==> src/rtl/multi_mainfsm_if.sv <==
// Control bus between the multicycle ARM main FSM and the rest of the controller.
// The master drives the instruction fields and the memory handshake; the slave is the FSM.
interface multi_mainfsm_if;
  logic [1:0] Op;
  logic [5:0] Funct;
  logic       MemReady;
  logic       IRWrite;
  logic       AdrSrc;
  logic [1:0] ALUSrcA;
  logic [1:0] ALUSrcB;
  logic [1:0] ResultSrc;
  logic       ALUOp;
  logic       NextPC;
  logic       RegW;
  logic       MemW;
  logic       Branch;
  logic [3:0] State;

  modport master (
    output Op, Funct, MemReady,
    input  IRWrite, AdrSrc, ALUSrcA, ALUSrcB, ResultSrc, ALUOp,
           NextPC, RegW, MemW, Branch, State
  );

  modport slave (
    input  Op, Funct, MemReady,
    output IRWrite, AdrSrc, ALUSrcA, ALUSrcB, ResultSrc, ALUOp,
           NextPC, RegW, MemW, Branch, State
  );
endinterface

==> src/rtl/multi_mainfsm.sv <==
// Main control FSM of the multicycle ARM core: sequences fetch, decode, execute and
// writeback over the shared datapath, with an optional memory-ready stall.
module multi_mainfsm #(
  parameter bit MEM_WAIT = 1'b0
) (
  input  logic           clk,
  input  logic           reset,
  multi_mainfsm_if.slave bus
);

  typedef enum logic [3:0] {
    S_FETCH  = 4'd0,
    S_DECODE = 4'd1,
    S_MEMADR = 4'd2,
    S_MEMRD  = 4'd3,
    S_MEMWB  = 4'd4,
    S_MEMWR  = 4'd5,
    S_EXECR  = 4'd6,
    S_EXECI  = 4'd7,
    S_ALUWB  = 4'd8,
    S_BRANCH = 4'd9
  } state_e;

  typedef struct packed {
    logic       fetch;
    logic       adr_src;
    logic [1:0] alu_src_a;
    logic [1:0] alu_src_b;
    logic [1:0] result_src;
    logic       alu_op;
    logic       reg_w;
    logic       mem_w;
    logic       branch;
  } ctl_t;

  // Moore control word for a state; illegal codes yield all zeros.
  function automatic ctl_t decode_ctl(input state_e s);
    ctl_t c;
    c = '0;
    case (s)
      S_FETCH: begin
        c.fetch      = 1'b1;
        c.alu_src_a  = 2'b01;
        c.alu_src_b  = 2'b10;
        c.result_src = 2'b10;
      end
      S_DECODE: begin
        c.alu_src_a  = 2'b01;
        c.alu_src_b  = 2'b10;
        c.result_src = 2'b10;
      end
      S_MEMADR: begin
        c.alu_src_a  = 2'b00;
        c.alu_src_b  = 2'b01;
      end
      S_MEMRD: begin
        c.adr_src    = 1'b1;
        c.result_src = 2'b00;
      end
      S_MEMWB: begin
        c.result_src = 2'b01;
        c.reg_w      = 1'b1;
      end
      S_MEMWR: begin
        c.adr_src    = 1'b1;
        c.result_src = 2'b00;
        c.mem_w      = 1'b1;
      end
      S_EXECR: begin
        c.alu_src_a  = 2'b00;
        c.alu_src_b  = 2'b00;
        c.alu_op     = 1'b1;
      end
      S_EXECI: begin
        c.alu_src_a  = 2'b00;
        c.alu_src_b  = 2'b01;
        c.alu_op     = 1'b1;
      end
      S_ALUWB: begin
        c.result_src = 2'b00;
        c.reg_w      = 1'b1;
      end
      S_BRANCH: begin
        c.alu_src_a  = 2'b00;
        c.alu_src_b  = 2'b01;
        c.result_src = 2'b10;
        c.branch     = 1'b1;
      end
      default: c = '0;
    endcase
    return c;
  endfunction

  state_e state_q;
  state_e state_d;
  ctl_t   ctl_q;
  logic   rdy_s;
  logic   unused_funct_s;

  assign rdy_s          = MEM_WAIT ? bus.MemReady : 1'b1;
  assign unused_funct_s = ^bus.Funct[4:1];

  // Next-state selection; Op/Funct only matter in DECODE and MEMADR.
  always_comb begin
    state_d = state_q;
    case (state_q)
      S_FETCH:  state_d = rdy_s ? S_DECODE : S_FETCH;
      S_DECODE: begin
        case (bus.Op)
          2'b01:   state_d = S_MEMADR;
          2'b00:   state_d = bus.Funct[5] ? S_EXECI : S_EXECR;
          2'b10:   state_d = S_BRANCH;
          default: state_d = S_FETCH;
        endcase
      end
      S_MEMADR: state_d = bus.Funct[0] ? S_MEMRD : S_MEMWR;
      S_MEMRD:  state_d = rdy_s ? S_MEMWB : S_MEMRD;
      S_MEMWR:  state_d = rdy_s ? S_FETCH : S_MEMWR;
      S_EXECR:  state_d = S_ALUWB;
      S_EXECI:  state_d = S_ALUWB;
      S_MEMWB:  state_d = S_FETCH;
      S_ALUWB:  state_d = S_FETCH;
      S_BRANCH: state_d = S_FETCH;
      default:  state_d = S_FETCH;
    endcase
  end

  // State and control word registered together so outputs stay aligned with State.
  always_ff @(posedge clk or negedge reset) begin
    if (!reset) begin
      state_q <= S_FETCH;
      ctl_q   <= decode_ctl(S_FETCH);
    end else begin
      state_q <= state_d;
      ctl_q   <= decode_ctl(state_d);
    end
  end

  // The fetch strobes follow the live handshake and are held off while in reset.
  assign bus.IRWrite   = ctl_q.fetch & rdy_s & reset;
  assign bus.NextPC    = ctl_q.fetch & rdy_s & reset;
  assign bus.AdrSrc    = ctl_q.adr_src;
  assign bus.ALUSrcA   = ctl_q.alu_src_a;
  assign bus.ALUSrcB   = ctl_q.alu_src_b;
  assign bus.ResultSrc = ctl_q.result_src;
  assign bus.ALUOp     = ctl_q.alu_op;
  assign bus.RegW      = ctl_q.reg_w;
  assign bus.MemW      = ctl_q.mem_w;
  assign bus.Branch    = ctl_q.branch;
  assign bus.State     = state_q;

endmodule
==> src/flat_wrapper.sv <==
// flat-port wrapper written by rule: the top's interface ports become plain ports
module multi_mainfsm_flat 
#(
  parameter bit MEM_WAIT = 1'b0
)
  (clk, reset, bus_Op, bus_Funct, bus_MemReady, bus_IRWrite, bus_AdrSrc, bus_ALUSrcA, bus_ALUSrcB, bus_ResultSrc, bus_ALUOp, bus_NextPC, bus_RegW, bus_MemW, bus_Branch, bus_State);
  multi_mainfsm_if bus_i ();
  input  logic clk;
  input  logic reset;
  input wire logic [$bits(bus_i.Op)-1:0] bus_Op;
  input wire logic [$bits(bus_i.Funct)-1:0] bus_Funct;
  input wire logic [$bits(bus_i.MemReady)-1:0] bus_MemReady;
  output wire logic [$bits(bus_i.IRWrite)-1:0] bus_IRWrite;
  output wire logic [$bits(bus_i.AdrSrc)-1:0] bus_AdrSrc;
  output wire logic [$bits(bus_i.ALUSrcA)-1:0] bus_ALUSrcA;
  output wire logic [$bits(bus_i.ALUSrcB)-1:0] bus_ALUSrcB;
  output wire logic [$bits(bus_i.ResultSrc)-1:0] bus_ResultSrc;
  output wire logic [$bits(bus_i.ALUOp)-1:0] bus_ALUOp;
  output wire logic [$bits(bus_i.NextPC)-1:0] bus_NextPC;
  output wire logic [$bits(bus_i.RegW)-1:0] bus_RegW;
  output wire logic [$bits(bus_i.MemW)-1:0] bus_MemW;
  output wire logic [$bits(bus_i.Branch)-1:0] bus_Branch;
  output wire logic [$bits(bus_i.State)-1:0] bus_State;
  assign bus_i.Op = bus_Op;
  assign bus_i.Funct = bus_Funct;
  assign bus_i.MemReady = bus_MemReady;
  assign bus_IRWrite = bus_i.IRWrite;
  assign bus_AdrSrc = bus_i.AdrSrc;
  assign bus_ALUSrcA = bus_i.ALUSrcA;
  assign bus_ALUSrcB = bus_i.ALUSrcB;
  assign bus_ResultSrc = bus_i.ResultSrc;
  assign bus_ALUOp = bus_i.ALUOp;
  assign bus_NextPC = bus_i.NextPC;
  assign bus_RegW = bus_i.RegW;
  assign bus_MemW = bus_i.MemW;
  assign bus_Branch = bus_i.Branch;
  assign bus_State = bus_i.State;
  multi_mainfsm #(.MEM_WAIT(MEM_WAIT)) u_core (.clk(clk), .reset(reset), .bus(bus_i));
endmodule
==> config.mk <==
export PLATFORM = sky130hd
export DESIGN_NAME = multi_mainfsm_flat
export DESIGN_NICKNAME = d
export VERILOG_FILES = /design/src/rtl/multi_mainfsm_if.sv /design/src/rtl/multi_mainfsm.sv /design/src/flat_wrapper.sv
export SDC_FILE = /design/constraint.sdc
export NUM_CORES = 1
export LEC_CHECK = 0
export BUFFER_PORTS_ARGS = -buffer_cell sky130_fd_sc_hd__buf_2
export CAP_MARGIN = 0
export CORE_MARGIN = 5
export CORE_UTILIZATION = 48
export CTS_BUF_LIST = sky130_fd_sc_hd__clkbuf_8 sky130_fd_sc_hd__clkbuf_16
export DETAILED_ROUTE_END_ITERATION = 8
export GPL_ROUTABILITY_DRIVEN = 0
export HOLD_SLACK_MARGIN = 0.02
export MAX_ROUTING_LAYER = met4
export PLACE_DENSITY_LB_ADDON = 0.25
export SYNTH_ARGS = -nofsm -noshare
export SYNTH_HDL_FRONTEND = slang
export SYNTH_SLANG_ARGS = --single-unit
export TNS_END_PERCENT = 20
==> constraint.sdc <==
create_clock -name clk -period 2.2 [get_ports clk]
set_input_delay 0.11 -clock clk [delete_from_list [all_inputs] [get_ports clk]]
set_output_delay 0.11 -clock clk [all_outputs]
set_load 0.005 [all_outputs]
==> impl_results.md, run 1 <==
* Hold crit path type: in -> reg
* Die Ht at 47.4 um
* Leakage at 0.395 nW
* Ys flop type: dfrtp_1
* Port bufs at 21
* Clock transition at the registers of the reported paths at 0.06 ns
* Syn avg cell area at 12.0 um2
* FFs w/ async S/R, synth at 1.00
* VDD IR-drop max at 0.000543 V
* DR vias at 440
* Leading area contributor after synthesis: dfrtp_1
* Number of synthesis warnings at 0
* Status: completed
* Combinational family with the most area after synthesis: simple AND/OR/NAND/NOR gates
* Via-per-instance ratio at 5.00
* DRC violations left at 0
* Final total power at 1.09 mW
* Die area at 0.00224 mm2
* EDFF count, synth at 0
* Num rows at 13
* Area of the multi-input gates at 230 um2
* Total GRT Usage at 0.136
* Boundary pin count at 28
* Grt ovf at 0
* Top-count cell post-synth: dfrtp_1
* RSZ-0062 raised after global routing: false
* Clock buffer depth at 2
* Largest net degree at the start of global routing at 16
* Hpwl dp at 832 um
* Critical path type: reg -> reg
* Drt initial violations at 7
* Nets at 85
* Final period util at 0.723
* Detailed-route wire length at 1180 um
* Placed cell areas at 719 um2
* Gate count of the mapped netlist at 56
* Setup crit end: u_core.bus.ALUSrcB[0]
* Ant. Diodes at 0
* Final ANT Viol Nets at 0
* Worst Setup SP: u_core.bus.State[1]
* Count of cell types in the netlist at 27
* Mux contribution to synthesized area at 0
* # H-tree levels at 1
* Worst-skew pair later-pin latency at 0.24 ns
* Synth Area in XOR/XNOR at 0
* Fillers at 127
* First-pass GRT wire length at 1960 um
* Share of the synthesized area in the top cell type at 0.410
* Layout Skew at 0.00264 ns
* TNS Setup at 0 ns
* Fin. Hold Viols at 0
* Post-Synth Adder-Cell Area at 0
* Total core area at 0.00132 mm2
* Antenna violations before repair at 0
* Crit end category: flop
* PostCTS Resize Cnt at 0
* Seq/Total Area, Yosys at 0.528
* Synth area leaders: dfrtp_1 41%, dfstp_2 12%, buf_4 7.8%, buf_6 3.4%, and2_1 2.8%
* Num CTS Buffers at 3
* Drt pass-1 iters at 4
* Max_cap viols at 0
* Minimum clock period at 1.59 ns
* Crit Reg-Reg Startpoint: u_core.bus.State[1]
* FF+latch count, synth at 14
* Crit start category: flop
* Synthesized area at 671 um2
* Commonest cells in the netlist: 11 x dfrtp_1, 7 x buf_4, 5 x nor2_1
* Worst R2R End: u_core.bus.ALUSrcB[0]
* CTS sink count at 14
* Vias in the first global route at 433
* Setup-failing EPs final at 0
* Max-slew violations at 0
* R2R cell count at 4
* Layout area overhead at 17.0%
* Fraction of layout cells with a size suffix above 1 at 0.521
* Worst-path fanout max at 11
* FF+latch area at 354 um2
* PwrDens at 1390 mW/mm2
* WL per Instance at 13.4 um
* Crit path required time at 2.34 ns
* Post-synthesis compound-gate area fraction at 0.138
* Initial Util at 0.509
* Min-Delay Path Depth at 2
* Crit path arrival time at 1.73 ns
* Simple-gate share of the synthesized area at 0.200
* Syn nets at 67
* Worst reg-to-reg setup slack at 0.61 ns
* Die X at 47.4 um
* Design area at 785 um2
* Fmax at 628 MHz
* TritonCTS clock tree: done
* Clock root cell: clkbuf_8
worst min path at each step:
stage                    from               end  slack [ns]
finish              bus_Op[0]  u_core.bus.ALUOp        0.11
floorplan               reset  u_core.bus.ALUOp       -0.19
global route        bus_Op[0]  u_core.bus.ALUOp        0.11
detailed placement      reset   u_core.bus.RegW        0.02
CTS                 bus_Op[0]  u_core.bus.ALUOp        0.10
global placement        reset   u_core.bus.RegW        0.02
state kept, by name, summed over array words and instances, names as in the netlist:
name,count
u_core.ctl_q,1
u_core.bus.ResultSrc,2
u_core.bus.MemW,1
u_core.bus.Branch,1
u_core.bus.ALUOp,1
u_core.bus.ALUSrcA,1
u_core.bus.AdrSrc,1
u_core.bus.State,4
u_core.bus.ALUSrcB,1
u_core.bus.RegW,1
metal layers:
layer / share of wire / track usage / vias up
met1: 0.44 / 0.170 / 206
met3: 0.061 / 0.0230 / 4
met5: 0 / - / -
li1: - / - / 218
met2: 0.48 / 0.184 / 12
met4: 0.025 / 0.116 / 0
layout make-up:
cell class | count | area share
Sequential cell | 14 | 0.451
Tap cell | 15 | 0.0239
Multi-Input combinational cell | 30 | 0.293
Timing Repair Buffer | 22 | 0.147
Inverter | 3 | 0.0144
Clock buffer | 4 | 0.0702
cell families after synthesis:
family	after synthesis
and+or+nand+nor	21
DFF	14
buffers and inverters	12
AOI/OAI and AO/OA	8
other	1
cells in the final DEF (no fill, tap or decap), types with 2 or more instances in the layout:
master and instances:
buf_2 21, dfstp_2 3, nand3b_1 2, dfrtp_1 11, and2_1 3, clkbuf_8 4, inv_1 2, nor3_1 3
nor2_1 5
stage by stage:
| step | util | worst slack, ns | instances | hold WS (ns) |
|---|---|---|---|---|
| after floorplan | - | 0.727 | 56 | -0.186 |
| after global placement | 0.546 | 0.648 | 83 | 0.0177 |
| after detailed placement | 0.546 | 0.608 | 83 | 0.0237 |
| after CTS | 0.595 | 0.593 | 88 | 0.104 |
| after global routing | 0.595 | 0.478 | 88 | 0.114 |
| final | 0.595 | 0.609 | 88 | 0.111 |
power by group:
group	total (mW)	switching (mW)	leakage, nW	internal (mW)
Sequential	0.437	0.0719	0.179	0.365
Clock	0.246	0.0874	0.0288	0.158
Combinational	0.406	0.207	0.187	0.199
critical path, cell delays in order, from the launching register on:
cell      delay (ns)
dfrtp_1         0.48
o21bai_1        0.20
a32o_2          0.29
or2_1           0.28
o311ai_2        0.25
what timing repair did:
item,CTS,global route
hold endpoints to repair,11,0
setup buffers,0,0
hold buffers,1,0
No activity file was read; power rests on OpenSTA's default activity.
==> run 2: changes to the inputs <==
- CORE_ASPECT_RATIO: not set -> 1.2
- CORE_UTILIZATION: 48 -> 40
- clock period: 2.2 -> 1.3 ns (I/O delays scaled with it)
==> run 2 against run 1 <==
Net effect: the flow now finishes with violations (negative setup slack); sequential share of layout area is 7.2 points lower; sequential power rose by 65%; maximum frequency is 12% higher; hold slack got worse by 0.025 ns; global-route usage decreased by 0.25 points; first-iteration DRC count increased by 100%; clock power grew 47%; critical path depth is the same.
==> impl_results.md, run 2 (same netlist as run 1, synthesis figures left out) <==
* Fin. Hold Viols at 0
* Port bufs at 21
* Hpwl dp at 1080 um
* Setup WS pre-CTS at -0.119 ns
* Largest net degree at the start of global routing at 15
* Num rows at 16
* Failing checks: negative setup slack
* Fillers at 134
* Placed cell count at 103
* Clock buffer depth at 2
* Most common cell after layout, fill and taps aside: buf_2
* Worst-skew pair later-pin latency at 0.25 ns
* Critical path type: reg -> reg
* Ant. Diodes at 0
* Clock root cell: clkbuf_8
* Non-filler cells, final at 108
* First-pass GRT wire length at 2300 um
* Design area at 943 um2
* RSZ-0062 raised after global routing: true
* Sequential Power Share at 0.328
* Num CTS Buffers at 3
* Worst-path fanout max at 7
* Total GRT Usage at 0.133
* Final worst slack at -0.125 ns
* Hold crit path type: in -> reg
* Max-slew violations at 0
* # H-tree levels at 1
* Total core area at 0.00162 mm2
* Boundary pin count at 28
* Leakage at 0.482 nW
* FF+latch area at 358 um2
* Die Ht at 54.9 um
* Die area at 0.00260 mm2
* Die X at 47.4 um
* Comb power frac at 0.508
* Grt ovf at 0
* Max_cap viols at 0
* Drt pass-1 iters at 4
* Final ANT Viol Nets at 0
* Minimum clock period at 1.43 ns
* Layout area overhead at 40.7%
* Max reg flops at 4
* Crit start category: flop
* Clock transition at the registers of the reported paths at 0.06 ns
* Fraction of layout cells with a size suffix above 1 at 0.667
* Final period util at 1.10
* CTS sink count at 14
* TritonCTS clock tree: done
* Commonest cells after routing, fill and taps aside: 21 x buf_2, 16 x buf_4, 8 x dfrtp_1
* Initial Util at 0.414
* Status: finished, violations left
* Vias in the first global route at 550
* Clk network pwr share at 0.165
* Worst hold slack at 0.0862 ns
* Placed cell areas at 853 um2
* WL per Instance at 13.2 um
* DR vias at 520
* Fmax at 702 MHz
* Via-per-instance ratio at 4.81
* VDD IR-drop max at 0.00125 V
* Crit path arrival time at 1.58 ns
* Crit path required time at 1.45 ns
* Drt initial violations at 14
* Area of the multi-input gates at 260 um2
* Nets at 102
* Pint at 1.47 mW
* Setup-failing EPs final at 4
* Psw at 0.722 mW
* Detailed-route wire length at 1430 um
* Layout Skew at 0.00284 ns
* Crit end category: flop
* PwrDens at 2330 mW/mm2
* DRC violations left at 0
* Switch share at 0.329
* Antenna violations before repair at 0
[run 2: routing by layer]
metal	track usage	up-vias	wire length [um]
met3	0.0461	4	79
li1	-	253	-
met5	-	-	0
met2	0.196	18	694
met1	0.147	245	606
met4	0.0922	0	45
[run 2: worst paths after layout]
check	from	to	slack (ns)	cells past startpoint
setup / recovery	u_core.bus.State[1]	u_core.bus.ALUSrcB[0]	-0.13	4
hold / removal	bus_Op[0]	u_core.bus.ALUOp	0.09	2
setup reg to reg	u_core.bus.State[1]	u_core.bus.ALUSrcB[0]	-0.13	4
hold reg to reg	u_core.bus.State[3]	u_core.bus.AdrSrc	0.63	2
max in group asynchronous	reset	u_core.bus.ALUSrcA[0]	0.74	3
min in group asynchronous	reset	u_core.bus.AdrSrc	0.32	3
[run 2: power by group through the flow]
stage / Sequential, mW / Clock [mW] / Combinational [mW]
finish: 0.719 / 0.362 / 1.12
global route: 0.739 / 0.395 / 1.22
CTS: 0.698 / 0.372 / 1.06
detailed placement: 0.707 / 0 / 1.04
global placement: 0.705 / 0 / 1.03
floorplan: 0.710 / 0 / 0.635
[run 2: what timing repair did]
action	CTS	global route
endpoints found under the setup margin	5	6
setup buffers	0	0
pin swaps	1	0
hold buffers	1	0
resized for setup	1	7
endpoints found under the hold margin	14	0
[run 2: final cells by class]
type,count,area share
flip-flops and latches,14,0.379
multi-input cells,30,0.276
repair buffers,39,0.261
clock buffers,3,0.0438
well taps,18,0.0239
inverters,3,0.0119
clock inverters,1,0.00398
[run 2: metrics by stage]
stage / util / TNS [ns] / total power [mW]
after global placement: 0.526 / -0.248 / 1.73
after global routing: 0.582 / -0.446 / 2.35
after detailed placement: 0.526 / -0.283 / 1.74
after CTS: 0.562 / -0.307 / 2.13
after floorplan: - / -0.338 / 1.35
final: 0.582 / -0.266 / 2.20
[run 2: worst max-delay path, cell delays in order (launching register included)]
cell and delay, ns:
dfrtp_2 0.44, or3b_4 0.40, a21oi_4 0.20, inv_2 0.05, o311ai_2 0.23
